## config.mk

```make
export PLATFORM = sky130hd
export DESIGN_NAME = serial_subtractor_32_flat
export DESIGN_NICKNAME = d
export VERILOG_FILES = /design/src/rtl/serial_subtractor_32_if.sv /design/src/rtl/serial_subtractor_32.sv /design/src/flat_wrapper.sv
export SDC_FILE = /design/constraint.sdc
export NUM_CORES = 1
export LEC_CHECK = 0
export BUFFER_PORTS_ARGS = -buffer_cell sky130_fd_sc_hd__buf_4
export CAP_MARGIN = 20
export CORE_UTILIZATION = 30
export DETAILED_ROUTE_END_ITERATION = 10
export GPL_TIMING_DRIVEN = 0
export SLEW_MARGIN = 10
export SYNTH_ARGS = -nofsm -noshare
export SYNTH_HDL_FRONTEND = slang
export SYNTH_SLANG_ARGS = --single-unit
```

## constraint.sdc

```tcl
create_clock -name clk -period 4.3 [get_ports clk]
set_input_delay 1.075 -clock clk [delete_from_list [all_inputs] [get_ports clk]]
set_output_delay 1.075 -clock clk [all_outputs]
set_load 0.01 [all_outputs]
```

## src/rtl/serial_subtractor_32_if.sv

```systemverilog
// serial_subtractor_32_if: operand/result handshake bundle for the digit-serial subtractor
interface serial_subtractor_32_if #(
  parameter int WIDTH = 32
);
  logic in_valid, in_ready, bin;
  logic out_valid, out_ready, bout, zero, ltu, lts;
  logic [WIDTH-1:0] a, b, diff;
  modport master (
    output in_valid, a, b, bin, out_ready,
    input  in_ready, out_valid, diff, bout, zero, ltu, lts
  );
  modport slave (
    input  in_valid, a, b, bin, out_ready,
    output in_ready, out_valid, diff, bout, zero, ltu, lts
  );
endinterface

```

## src/rtl/serial_subtractor_32.sv

```systemverilog
// serial_subtractor_32: digit-serial a - b - bin with borrow and signed/unsigned compare flags
module serial_subtractor_32 #(
  parameter int WIDTH = 32,
  parameter int DIGIT = 1
) (
  input logic clk,
  input logic reset,
  serial_subtractor_32_if.slave bus
);
  localparam int STEPS = WIDTH / DIGIT;
  localparam int CW = $clog2(STEPS + 1);
  typedef enum logic [1:0] {IDLE, RUN, DONE} state_t;
  state_t state, state_nx;
  logic [WIDTH-1:0] a_sr, b_sr, d_sr;
  logic [CW-1:0] cnt;
  logic [DIGIT:0] step;
  logic borrow, a_msb, b_msb, last, done, ovf;
  assign step = {1'b0, a_sr[DIGIT-1:0]} - {1'b0, b_sr[DIGIT-1:0]} - {{DIGIT{1'b0}}, borrow};
  assign last = cnt == CW'(STEPS - 1);
  always_ff @(posedge clk or posedge reset)
    if (reset) state <= IDLE;
    else state <= state_nx;
  always_comb begin
    state_nx = state;
    case (state)
      IDLE: if (bus.in_valid) state_nx = RUN;
      RUN: if (last) state_nx = DONE;
      DONE: if (bus.out_ready) state_nx = IDLE;
      default: state_nx = IDLE;
    endcase
  end
  // digits leave A/B at the bottom and enter the result at the top, so after STEPS shifts diff is aligned
  always_ff @(posedge clk or posedge reset)
    if (reset) begin
      a_sr <= '0;
      b_sr <= '0;
      d_sr <= '0;
      cnt <= '0;
      borrow <= 1'b0;
      a_msb <= 1'b0;
      b_msb <= 1'b0;
    end else if (state == IDLE && bus.in_valid) begin
      a_sr <= bus.a;
      b_sr <= bus.b;
      borrow <= bus.bin;
      a_msb <= bus.a[WIDTH-1];
      b_msb <= bus.b[WIDTH-1];
      cnt <= '0;
    end else if (state == RUN) begin
      a_sr <= a_sr >> DIGIT;
      b_sr <= b_sr >> DIGIT;
      d_sr <= (d_sr >> DIGIT) | (WIDTH'(step[DIGIT-1:0]) << (WIDTH - DIGIT));
      borrow <= step[DIGIT];
      cnt <= cnt + 1'b1;
    end
  // flags are forced low outside DONE so the reset view is all zeros
  assign done = state == DONE;
  assign ovf = (a_msb != b_msb) && (d_sr[WIDTH-1] != a_msb);
  assign bus.in_ready = state == IDLE;
  assign bus.out_valid = done;
  assign bus.diff = d_sr;
  assign bus.bout = done & borrow;
  assign bus.ltu = done & borrow;
  assign bus.zero = done & ~|d_sr;
  assign bus.lts = done & (d_sr[WIDTH-1] ^ ovf);
endmodule

```

## src/flat_wrapper.sv

```systemverilog
// flat-port wrapper written by rule: the top's interface ports become plain ports
module serial_subtractor_32_flat 
#(
  parameter int WIDTH = 32,
  parameter int DIGIT = 1
)
  (clk, reset, bus_in_valid, bus_a, bus_b, bus_bin, bus_out_ready, bus_in_ready, bus_out_valid, bus_diff, bus_bout, bus_zero, bus_ltu, bus_lts);
  serial_subtractor_32_if #(.WIDTH(WIDTH)) bus_i ();
  input logic clk;
  input logic reset;
  input wire logic [$bits(bus_i.in_valid)-1:0] bus_in_valid;
  input wire logic [$bits(bus_i.a)-1:0] bus_a;
  input wire logic [$bits(bus_i.b)-1:0] bus_b;
  input wire logic [$bits(bus_i.bin)-1:0] bus_bin;
  input wire logic [$bits(bus_i.out_ready)-1:0] bus_out_ready;
  output wire logic [$bits(bus_i.in_ready)-1:0] bus_in_ready;
  output wire logic [$bits(bus_i.out_valid)-1:0] bus_out_valid;
  output wire logic [$bits(bus_i.diff)-1:0] bus_diff;
  output wire logic [$bits(bus_i.bout)-1:0] bus_bout;
  output wire logic [$bits(bus_i.zero)-1:0] bus_zero;
  output wire logic [$bits(bus_i.ltu)-1:0] bus_ltu;
  output wire logic [$bits(bus_i.lts)-1:0] bus_lts;
  assign bus_i.in_valid = bus_in_valid;
  assign bus_i.a = bus_a;
  assign bus_i.b = bus_b;
  assign bus_i.bin = bus_bin;
  assign bus_i.out_ready = bus_out_ready;
  assign bus_in_ready = bus_i.in_ready;
  assign bus_out_valid = bus_i.out_valid;
  assign bus_diff = bus_i.diff;
  assign bus_bout = bus_i.bout;
  assign bus_zero = bus_i.zero;
  assign bus_ltu = bus_i.ltu;
  assign bus_lts = bus_i.lts;
  serial_subtractor_32 #(.WIDTH(WIDTH), .DIGIT(DIGIT)) u_core (.clk(clk), .reset(reset), .bus(bus_i));
endmodule
```

# == Word level (Yosys, flattened, before mapping) ==
# Cells that the tools add are included.
# W data, S select, Z words.
# totals
latch_bits,0
memories,0
output_inout_bits,38
ramBits,0
register_bits,107
romBits,0
inputBits,69
# op_classes
mux,12
bitwise,6
magnitude_cmp,0
eq_ne,8
shifts,0
reduce_logical,8
n_div,0
n_mul,0
addsub,3
# ops
operator,count
$mux W32,4
$or A31 B32 Y32,1
$reduce_or A32 Y1,1
$mux W6,2
$add A6 B1 Y6 const B,1
$eq A6 B5 Y1 const B,1
$mux W2,3
$pmux W2 S3,1
$ne A2 B2 Y1 const B,2
$and A1 B1 Y1,3
$reduce_and A3 Y1,1
$eq A2 B1 Y1 const B,1
$eq A2 B2 Y1 const B,1
$logic_and A1 B1 Y1,2
$logic_not A2 Y1,1
$mux W1,2
$ne A1 B1 Y1,2
$ne A2 B1 Y1 const B,1
$reduce_and A2 Y1,1
$reduce_bool A2 Y1,1
$sub A1 B1 Y2,1
$sub A2 B1 Y2,1
$logic_not A1 Y1,1
$not A1 Y1,1
$xor A1 B1 Y1,1

# == Depth between registers and ports, before layout ==
# Gate-level depths: netlist (run 1).
# depth
word_depth,4
ltp_mapped,7
mapped_depth_nobuf,4

# == Worst setup path after synthesis (run 1) ==
# Ideal clock, no wire load.
# synth_path
path_kind,flip-flop to output port
from,reg u_core.d_sr[1] (netlist: u_core.bus.diff[1])
to,out bus_zero
arrival_ps,1348
setup_slack_ps,1877
required_time_ps,3225
stages_incl_launch_ff,3
path_cell_list,dfrtp_1 or4_1 nor4_1
# synth_between
elab_chain_len,3
# synth_rtl
element,line,source
start: declaration,serial_subtractor_32.sv:14,"logic [WIDTH-1:0] a_sr, b_sr, d_sr;"
start signal: assignment,serial_subtractor_32.sv:52,d_sr <= (d_sr >> DIGIT) | (WIDTH'(step[DIGIT-1:0]) << (WIDTH - DIGIT));
$reduce_or A32 Y1,serial_subtractor_32.sv:64,assign bus.zero = done & ~|d_sr;
$logic_not A1 Y1,serial_subtractor_32.sv:64,
$and A1 B1 Y1,serial_subtractor_32.sv:64,
end: declaration,flat_wrapper.sv:20,output wire logic [$bits(bus_i.zero)-1:0] bus_zero;
# Every way passes these cells.

# == Worst setup path in the final report (run 1) ==
# layout_path
from,reg u_core.d_sr[24] (netlist: u_core.bus.diff[24])
to,out bus_zero
# Same word-level chain as after synthesis.

==> results of run 1 <==
tightest hold or removal path: stages, from the launching register on:
cell and delay [ns]:
sky130_fd_sc_hd__dfrtp_1 0.34, sky130_fd_sc_hd__nand2_1 0.05, sky130_fd_sc_hd__nand2_1 0.05
cells in the final DEF (no fill, tap or decap), types with 4 or more instances in the layout:
cell,n
sky130_fd_sc_hd__nand2_1,227
sky130_fd_sc_hd__buf_4,110
sky130_fd_sc_hd__dfrtp_1,107
sky130_fd_sc_hd__a22oi_1,63
sky130_fd_sc_hd__buf_2,21
sky130_fd_sc_hd__clkbuf_16,9
sky130_fd_sc_hd__nor4_1,8
sky130_fd_sc_hd__buf_6,7
sky130_fd_sc_hd__o21ai_0,7
sky130_fd_sc_hd__a21oi_1,4
sky130_fd_sc_hd__clkbuf_1,4
layout make-up:
class | count | share of cell area (%)
repair buffers | 107 | 13.9
well taps | 184 | 3.90
inverters | 4 | 0.339
plain buffers | 32 | 3.62
flip-flops and latches | 107 | 45.3
clock inverters | 1 | 0.127
multi-input cells | 337 | 28.2
clock buffers | 15 | 4.53
layer usage:
layer / part of all wire, % / track usage (%) / vias up
li1: - / - / 1836
met1: 47 / 20.0 / 1838
met2: 47 / 24.0 / 96
met3: 4.4 / 2.78 / 12
met4: 1.5 / 5.60 / 0
met5: 0 / 0 / -
registers in the layout, indices dropped and copies added (netlist names):
signal / flops
u_core.a_msb: 1
u_core.b_sr: 32
u_core.bus.diff: 32
u_core.a_sr: 32
u_core.cnt: 6
u_core.borrow: 1
u_core.b_msb: 1
u_core.state: 2
cells by family (layout without fill, tap and decap cells):
group           Yosys count  in the layout
compound gates           79             79
fa+ha+maj                 2              2
buf+inv                  36            159
flops                   107            107
mux                       3              3
simple gates            253            253
stage by stage:
| stage | util, % | hold slack (ns) |
|---|---|---|
| final | 40.2 | 0.476 |
| after global routing | 40.2 | 0.493 |
| after CTS | 40.2 | 0.479 |
| after detailed placement | 38.3 | 0.463 |
| after global placement | 38.1 | 0.459 |
| after floorplan | - | 0.441 |
where the power goes:
group,switching [mW],internal [mW],total (mW),leakage (nW)
Sequential,0.318,1.40,1.71,1.39
Clock,0.350,0.426,0.776,0.130
Combinational,0.611,0.575,1.19,1.59
synth_stat cells, drive strengths merged:
cell type / count
nand2: 227
dfrtp: 107
a22oi: 63
buf: 32
nor4: 8
o21ai: 8
a21oi: 4
inv: 4
nand2b: 4
nand3: 3
a22o: 2
mux2i: 2
nor2: 2
nor3b: 2
and2: 1
fa: 1
ha: 1
mux2: 1
nand4: 1
nor2b: 1
nor3: 1
o21bai: 1
o22ai: 1
or2: 1
or3: 1
or4: 1
final timing paths:
path,startpoint,endpoint,slack (ns),cells after the start
min,u_core.a_sr[16],u_core.a_sr[16],0.48,2
max reg2reg,u_core.state[0],u_core.a_msb,2.86,5
min reg2reg,u_core.a_sr[16],u_core.a_sr[16],0.48,2
max,u_core.bus.diff[24],bus_zero,1.43,4
min in group asynchronous,reset,u_core.a_sr[6],0.71,2
max in group asynchronous,reset,u_core.b_sr[0],2.91,3
==> impl.org, run 1 <==
** CTS
- Maximum buffer depth of the clock tree :: 2
- Worst-Skew Late Latency :: 0.35 ns
- Total setup buffers inserted after CTS :: 0
- In this run the number of H-tree levels came out at 3.
- In this run, post-CTS repair resized a total of 0 instances.
- Clock root buffer master :: sky130_fd_sc_hd__clkbuf_16
- Counting every sink on the clock net gives 107.
- Counting the buffers created by CTS gives 9.
- Register clock-pin slew on the reported worst setup and hold paths :: 0.07 ns
- In this run, post-CTS hold repair placed 0 buffers.
- Clock tree from TritonCTS :: yes

** Setup path
- Category of the worst setup path capture point :: output port
- Data on the critical path is required at its endpoint by 3.22 ns.
- The worst setup path is launched from a flop.
- In this design, the stage delay of the slowest critical-path cell is 0.46 ns.
- Type of the setup path with the least slack :: flop to output port
- Counting both buffers and inverters, the worst setup path holds a total of 1.
- Sequence of cells on the critical path :: nor4_1 > nand4_1 > nor4_1 > buf_4
- Data on the critical path arrives at its endpoint at 1.80 ns.
- Most frequent CP cell :: sky130_fd_sc_hd__nor4_1
- Slowest stage cell on the critical path :: sky130_fd_sc_hd__dfrtp_1
- The cell family contributing the most delay on the critical path is simple AND/OR/NAND/NOR gates.
- Of all nets on the critical path, the largest fanout is 4.

** Power and ir drop
- Worst voltage drop across the vdd grid :: 0.204 mV
- Total Power Consumption :: 3.68 mW
- PwrDens :: 623 nW/um^2
- In this run the static leakage power is 3.11 nW.

** STA
- Min Tclk post-route :: 2.87 ns
- The hold violation count in the final report was 0.
- Max Clock Skew :: 0.00572 ns
- Setup slack closes at 1.43 ns.
- Highest clock rate :: 348 MHz
- Number of pins with negative max-slew slack in the final report :: 0
- Worst-case headroom to the max-slew limit :: 74.5%
- Setup repair after global routing left no endpoint under its margin.
- Summed negative setup slack over all endpoints :: 0 ns
- Transition time of the tightest slew-check pin :: 0.379 ns
- Dividing the final minimum period by the clock period gives 66.8%.
- Finish-stage setup viols :: 0

** Global routing
- The via count of the first global-routing pass came to 3772.
- For this run, the total global-route usage over all layers was measured as 15.0%.
- Entering global routing, the biggest net connects 73 pins.
- Number of antenna violations at the first check in global routing :: 0
- Final global-route overflow total :: 0
- First-pass GRT wire length :: 18600 um

** Detailed routing
- Routed WL per cell :: 14.0 um
- After detailed routing, the number of vias per cell comes to 4.81.
- Sum of routed wire length over all layers :: 11100 um
- Count of TritonRoute iterations in the first routing pass :: 7
- Residual antenna-violating net count after detailed routing :: 0
- # DRC :: 9
- Vias after detailed routing :: 3782
- DR iter-0 viols :: 228

** Outcome
- The run finished, with violations left.
- The checks that failed: design-rule violations.

** Yosys
- Gate count of the mapped netlist :: 480
- Adder-cell share of the synthesized area :: 0.712%
- Synthesized area divided by synthesized cell count :: 9.52 sq um
- Yosys reg bits :: 107
- Of all cell types, the one taking the most synthesized area is sky130_fd_sc_hd__dfrtp_1.
- After synthesis, the largest area contributor takes up 58.6% of total cell area.
- The synthesized netlist devotes 12.4% of its cell area to compound gates.
- Counting every net in the synthesized netlist gives 551.
- Multiplexer cells account for 0.766% of the synthesized area.
- Dominant combinational cell family by area after synthesis :: simple AND/OR/NAND/NOR gates
- Sorting the synthesized cells by area gives the leading types as sky130_fd_sc_hd__dfrtp_1 (59%), sky130_fd_sc_hd__nand2_1 (19%), sky130_fd_sc_hd__a22oi_1 (10%).
- Counting distinct cell types in the post-synthesis netlist gives 31.
- The synthesized netlist occupies a cell area of 4570 sq um.
- Simple-gate share of the synthesized area :: 22.5%
- Of the total synthesized cell area, the portion taken by XOR and XNOR cells is 0%.
- Synthesis Warnings :: 0
- Of the synthesized area, sequential elements account for 58.6%.

** Cells and area
- In the final design database the tool counted 669 nets.
- Fraction of layout cells with a size suffix above 1 :: 26.2%
- Once layout is done, the placed cells without fillers occupy 5900 sq um.
- The sequential cells in the finished layout cover a total of 2680 sq um.
- Fin cells :: 787
- Footprint of the multi-input gates :: 1660 sq um
- Fill cell count :: 1472
- Number of diodes :: 0
- Relative to the synthesized area, the layout overhead comes to 29.2%.

** Placement
- Post-Place Cell Area :: 5630 sq um
- Worst Setup Slack post-DPL :: 1.80 ns
- GP Congestion :: 0.798
- The wire-length estimate of the detail-placed layout is 8020 um.
- The number of placed instances, taps included, is 771.
- Input and output buffers added on the ports amount to 106.

** Hold path
- Hold crit path type :: flop to flop

** Job
- Max-cap violations :: 0

** Floorplan
- Die X :: 125 um
- # IOs :: 107
- Measured along the y axis, the die boundary spans 125 um.
- Starting utilization of the core area :: 31.1%
- Std-Cell Rows :: 44
- Die Outline Area :: 15700 sq um
- Floorplan core area :: 14700 sq um
Note: power is estimated with default switching activity, not from simulation.
==> run 2, diff against run 1 <==
Settings changed: ABC_AREA from default to 1.
Clock period 4.3 ns to 2.4 ns, I/O delays scaled along.
==> impl.org, run 2 <==
** Setup path
- For the worst setup path, the data required time is 1.80 ns.
- Category of the worst setup path capture point :: output port
- Across all register-to-register paths, the minimum setup slack is 0.92 ns.
- Worst r2r src :: u_core.state[1]
- Worst reg2reg path endpoint :: u_core.a_sr[7]
- Count of cells along the worst register-to-register path :: 6
- The critical path is of the flop to output port type.
- The worst setup path is launched from a flop.
- Maximum fanout along the worst path :: 4
- Arrival time of data at the critical path endpoint :: 1.39 ns

** Cells and area
- From synthesis to final layout, the design area changed by 30.6%.
- Number of diodes :: 0
- The layout has 1597 filler cells.
- The library cell used most frequently in the layout, excluding fill and tap cells, is sky130_fd_sc_hd__nand2_1.
- Layout net count :: 764
- Of the cells placed in the final design, the portion with a size suffix greater than 1 is 22.2%.
- The library cells used most frequently in the layout, excluding fill and tap cells, are sky130_fd_sc_hd__nand2_1 (278), sky130_fd_sc_hd__buf_4 (114), sky130_fd_sc_hd__dfrtp_1 (107), sky130_fd_sc_hd__nand3_1 (69), sky130_fd_sc_hd__inv_1 (24).

** STA
- Setup violations remaining at the end of the flow were counted as 0.
- Setup repair after global routing left no endpoint under its margin.
- Transition time of the tightest slew-check pin :: 0.494 ns
- Number of pins with negative max-slew slack in the final report :: 0
- For the final routed database, the setup TNS stands at 0 ns.
- The hold violation count in the final report is 0.
- Highest clock rate :: 503 MHz
- Min Tclk post-route :: 1.99 ns
- The worst pin sits at a relative slew slack of 67.0%.
- Across the routed clock network, the largest skew measured is 0.00666 ns.
- Final clock period utilization by the worst path :: 82.8%
- The tightest hold path in the finished design has a slack of 0.287 ns.

** Detailed routing
- DR iter-0 viols :: 217
- Vias after detailed routing :: 3966
- Dividing the detail-routed via count by the number of cells gives 4.37.
- Residual antenna-violating net count after detailed routing :: 0
- Count of TritonRoute iterations in the first routing pass :: 4
- For this run, design rule violations remaining after detail routing come to 0.
- Dividing the detail-routed wire length by the instance count gives 12.5 um.
- The final layout contains routed wiring with a total length of 11400 um.

** Placement
- Port buffering added 106 buffers.
- Routability-driven placement finished with a final weighted congestion of 0.782.
- Half-perimeter wire length after detailed placement :: 8300 um

** Yosys
- Post-Synthesis Cell Area :: 4700 sq um
- Among all flip-flop cells after synthesis, the most frequent one is sky130_fd_sc_hd__dfrtp_1.
- Synthesis Warnings :: 0
- The share of synthesized area in the top cell type comes to 56.9%.
- Synthesis instantiated 23 different standard cells from the library.
- By area the synthesized netlist is led by sky130_fd_sc_hd__dfrtp_1 (57%), sky130_fd_sc_hd__nand2_1 (22%), sky130_fd_sc_hd__nand3_1 (7.3%).
- Most area-hungry cell type in the Yosys netlist :: sky130_fd_sc_hd__dfrtp_1
- In this run, synthesis inferred 0 flip-flops with an integrated enable.
- sky130_fd_sc_hd__nand2_1 is the most common cell in the netlist.
- Gate count of the mapped netlist :: 572
- The synthesized design contains 107 register bits.
- The commonest cells after synthesis are sky130_fd_sc_hd__nand2_1 (278), sky130_fd_sc_hd__dfrtp_1 (107), sky130_fd_sc_hd__nand3_1 (69).
- Proportion of synthesized chip area in sequential cells :: 56.9%
- Synthesized net count :: 643
- A synthesized cell averages 8.22 sq um.
- For this run, asynchronously set or reset flops after synthesis account for 100%.

** Floorplan
- The floorplan has 45 rows.
- For this configuration, the core starts out at a cell density of 30.8%.
- During I/O placement, the number of pins put on the boundary was 107.
- Measured along the y axis, the die boundary spans 127 um.
- The core region is 15300 sq um.
- From left edge to right edge, the die measures 127 um.
- Die Outline Area :: 16200 sq um

** Global routing
- The number of antenna violations at the first check in global routing came to 0.
- The first global-routing pass estimated 18700 um of wire.
- Final global-route overflow total :: 0
- Via count of the first global-routing pass :: 3776
- Entering global routing, the biggest net connects 25 pins.
- Total track usage :: 15.0%

** CTS
- Register clock-pin slew on the reported worst setup and hold paths :: 0.07 ns
- The tree built by TritonCTS fans out to 107 sinks.
- Post-CTS repair changed the size of 0 cells.
- Clock root buffer master :: sky130_fd_sc_hd__clkbuf_16
- Count of hold buffers inserted by post-cts repair :: 0
- Buffers inserted during clock tree synthesis total 9.
- Post-CTS timing repair inserted 0 buffers for setup.
- The clock reaches the later pin of the worst-skew pair after 0.35 ns.
- Maximum buffer depth of the clock tree :: 2
- H-tree depth :: 3
- TritonCTS built the clock tree.

** Power and ir drop
- Per report_power, the combinational group accounts for 34.3% of the total.
- Internal power consumption :: 4.51 mW
- Worst voltage drop across the vdd grid :: 0.384 mV
- Share of power burned in registers :: 45.4%
- Share of total power in the clock network :: 20.3%
- For this design the ratio of total power to cell area is 1140 nW/um^2.
- Summing internal, switching and leakage power gives 7.03 mW.
- Fraction of power spent switching nets :: 35.8%
- Reported leakage power :: 3.13 nW
- The analysis attributes to net switching a power of 2.51 mW.

** Job
- Max-cap violations in this run came to 0.

** Hold path
- Hold crit path type :: input port to async pin

** Outcome
- The flow ran to the end, and the final reports show no timing, DRC or antenna violations.
==> run 2: worst max path at each step <==
stage	start	endpoint	slack [ns]	cells past startpoint
global placement	reset	u_core.a_sr[18]	-0.28	2
finish	u_core.bus.diff[26]	bus_zero	0.41	6
global route	u_core.bus.diff[19]	bus_zero	0.26	6
detailed placement	u_core.bus.diff[26]	bus_zero	0.75	6
CTS	u_core.bus.diff[26]	bus_zero	0.36	6
floorplan	reset	u_core.a_msb	0.51	1
==> run 2: metal layers <==
layer	vias up	share of wire [%]	global-route usage, %
li1	2036	-	-
met5	-	0	0
met4	0	0.91	3.57
met2	95	45	23.5
met3	8	4.9	4.61
met1	1827	49	20.4
==> run 2: power groups by stage <==
stage               logic, mW  clock network [mW]  registers [mW]
detailed placement       2.46                   0            3.22
global placement         2.40                   0            3.20
floorplan                1.49                   0            3.19
finish                   2.41                1.42            3.19
CTS                      2.47                1.48            3.19
global route             2.77                1.55            3.30
==> run 2: logic make-up (layout without fill, tap and decap cells) <==
| family | count (synthesis) | in the layout | synth area share [%] |
|---|---|---|---|
| and+or+nand+nor | 376 | 376 | 32.4 |
| DFF | 107 | 107 | 56.9 |
| buffers and inverters | 57 | 182 | 6.52 |
| AOI/OAI and AO/OA | 28 | 28 | 3.11 |
| adders and majority gates | 2 | 2 | 0.692 |
| xor gates and xnor gates | 2 | 2 | 0.373 |
==> run 2: layout make-up <==
| type | count | area [sq um] | area share [%] |
|---|---|---|---|
| timing repair buffer | 110 | 891 | 14.5 |
| clock buffer | 13 | 270 | 4.40 |
| sequential | 107 | 2680 | 43.6 |
| inverter | 28 | 109 | 1.77 |
| tap | 211 | 264 | 4.30 |
| buffer | 29 | 201 | 3.28 |
| multi-input combinational | 408 | 1720 | 28.0 |
| clock inverter | 2 | 10.0 | 0.163 |
==> run 2: stage by stage <==
step                      utilization (%)  worst slack (ns)  area, sq um  cells
final                                40.2             0.412         6140    908
after global routing                 40.2             0.262         6140    908
after CTS                            40.2             0.364         6140    908
after detailed placement             38.4             0.746         5860    893
after global placement               37.8            -0.281         5770    889
after floorplan                         -             0.512         4710    572
==> run 2: worst max-delay path, stage by stage (launching register included) <==
cell	delay, ns
sky130_fd_sc_hd__dfrtp_1	0.42
sky130_fd_sc_hd__nor2_1	0.16
sky130_fd_sc_hd__nand2_1	0.07
sky130_fd_sc_hd__nor2_1	0.09
sky130_fd_sc_hd__nand3_1	0.08
sky130_fd_sc_hd__nor2_1	0.10
sky130_fd_sc_hd__buf_4	0.13
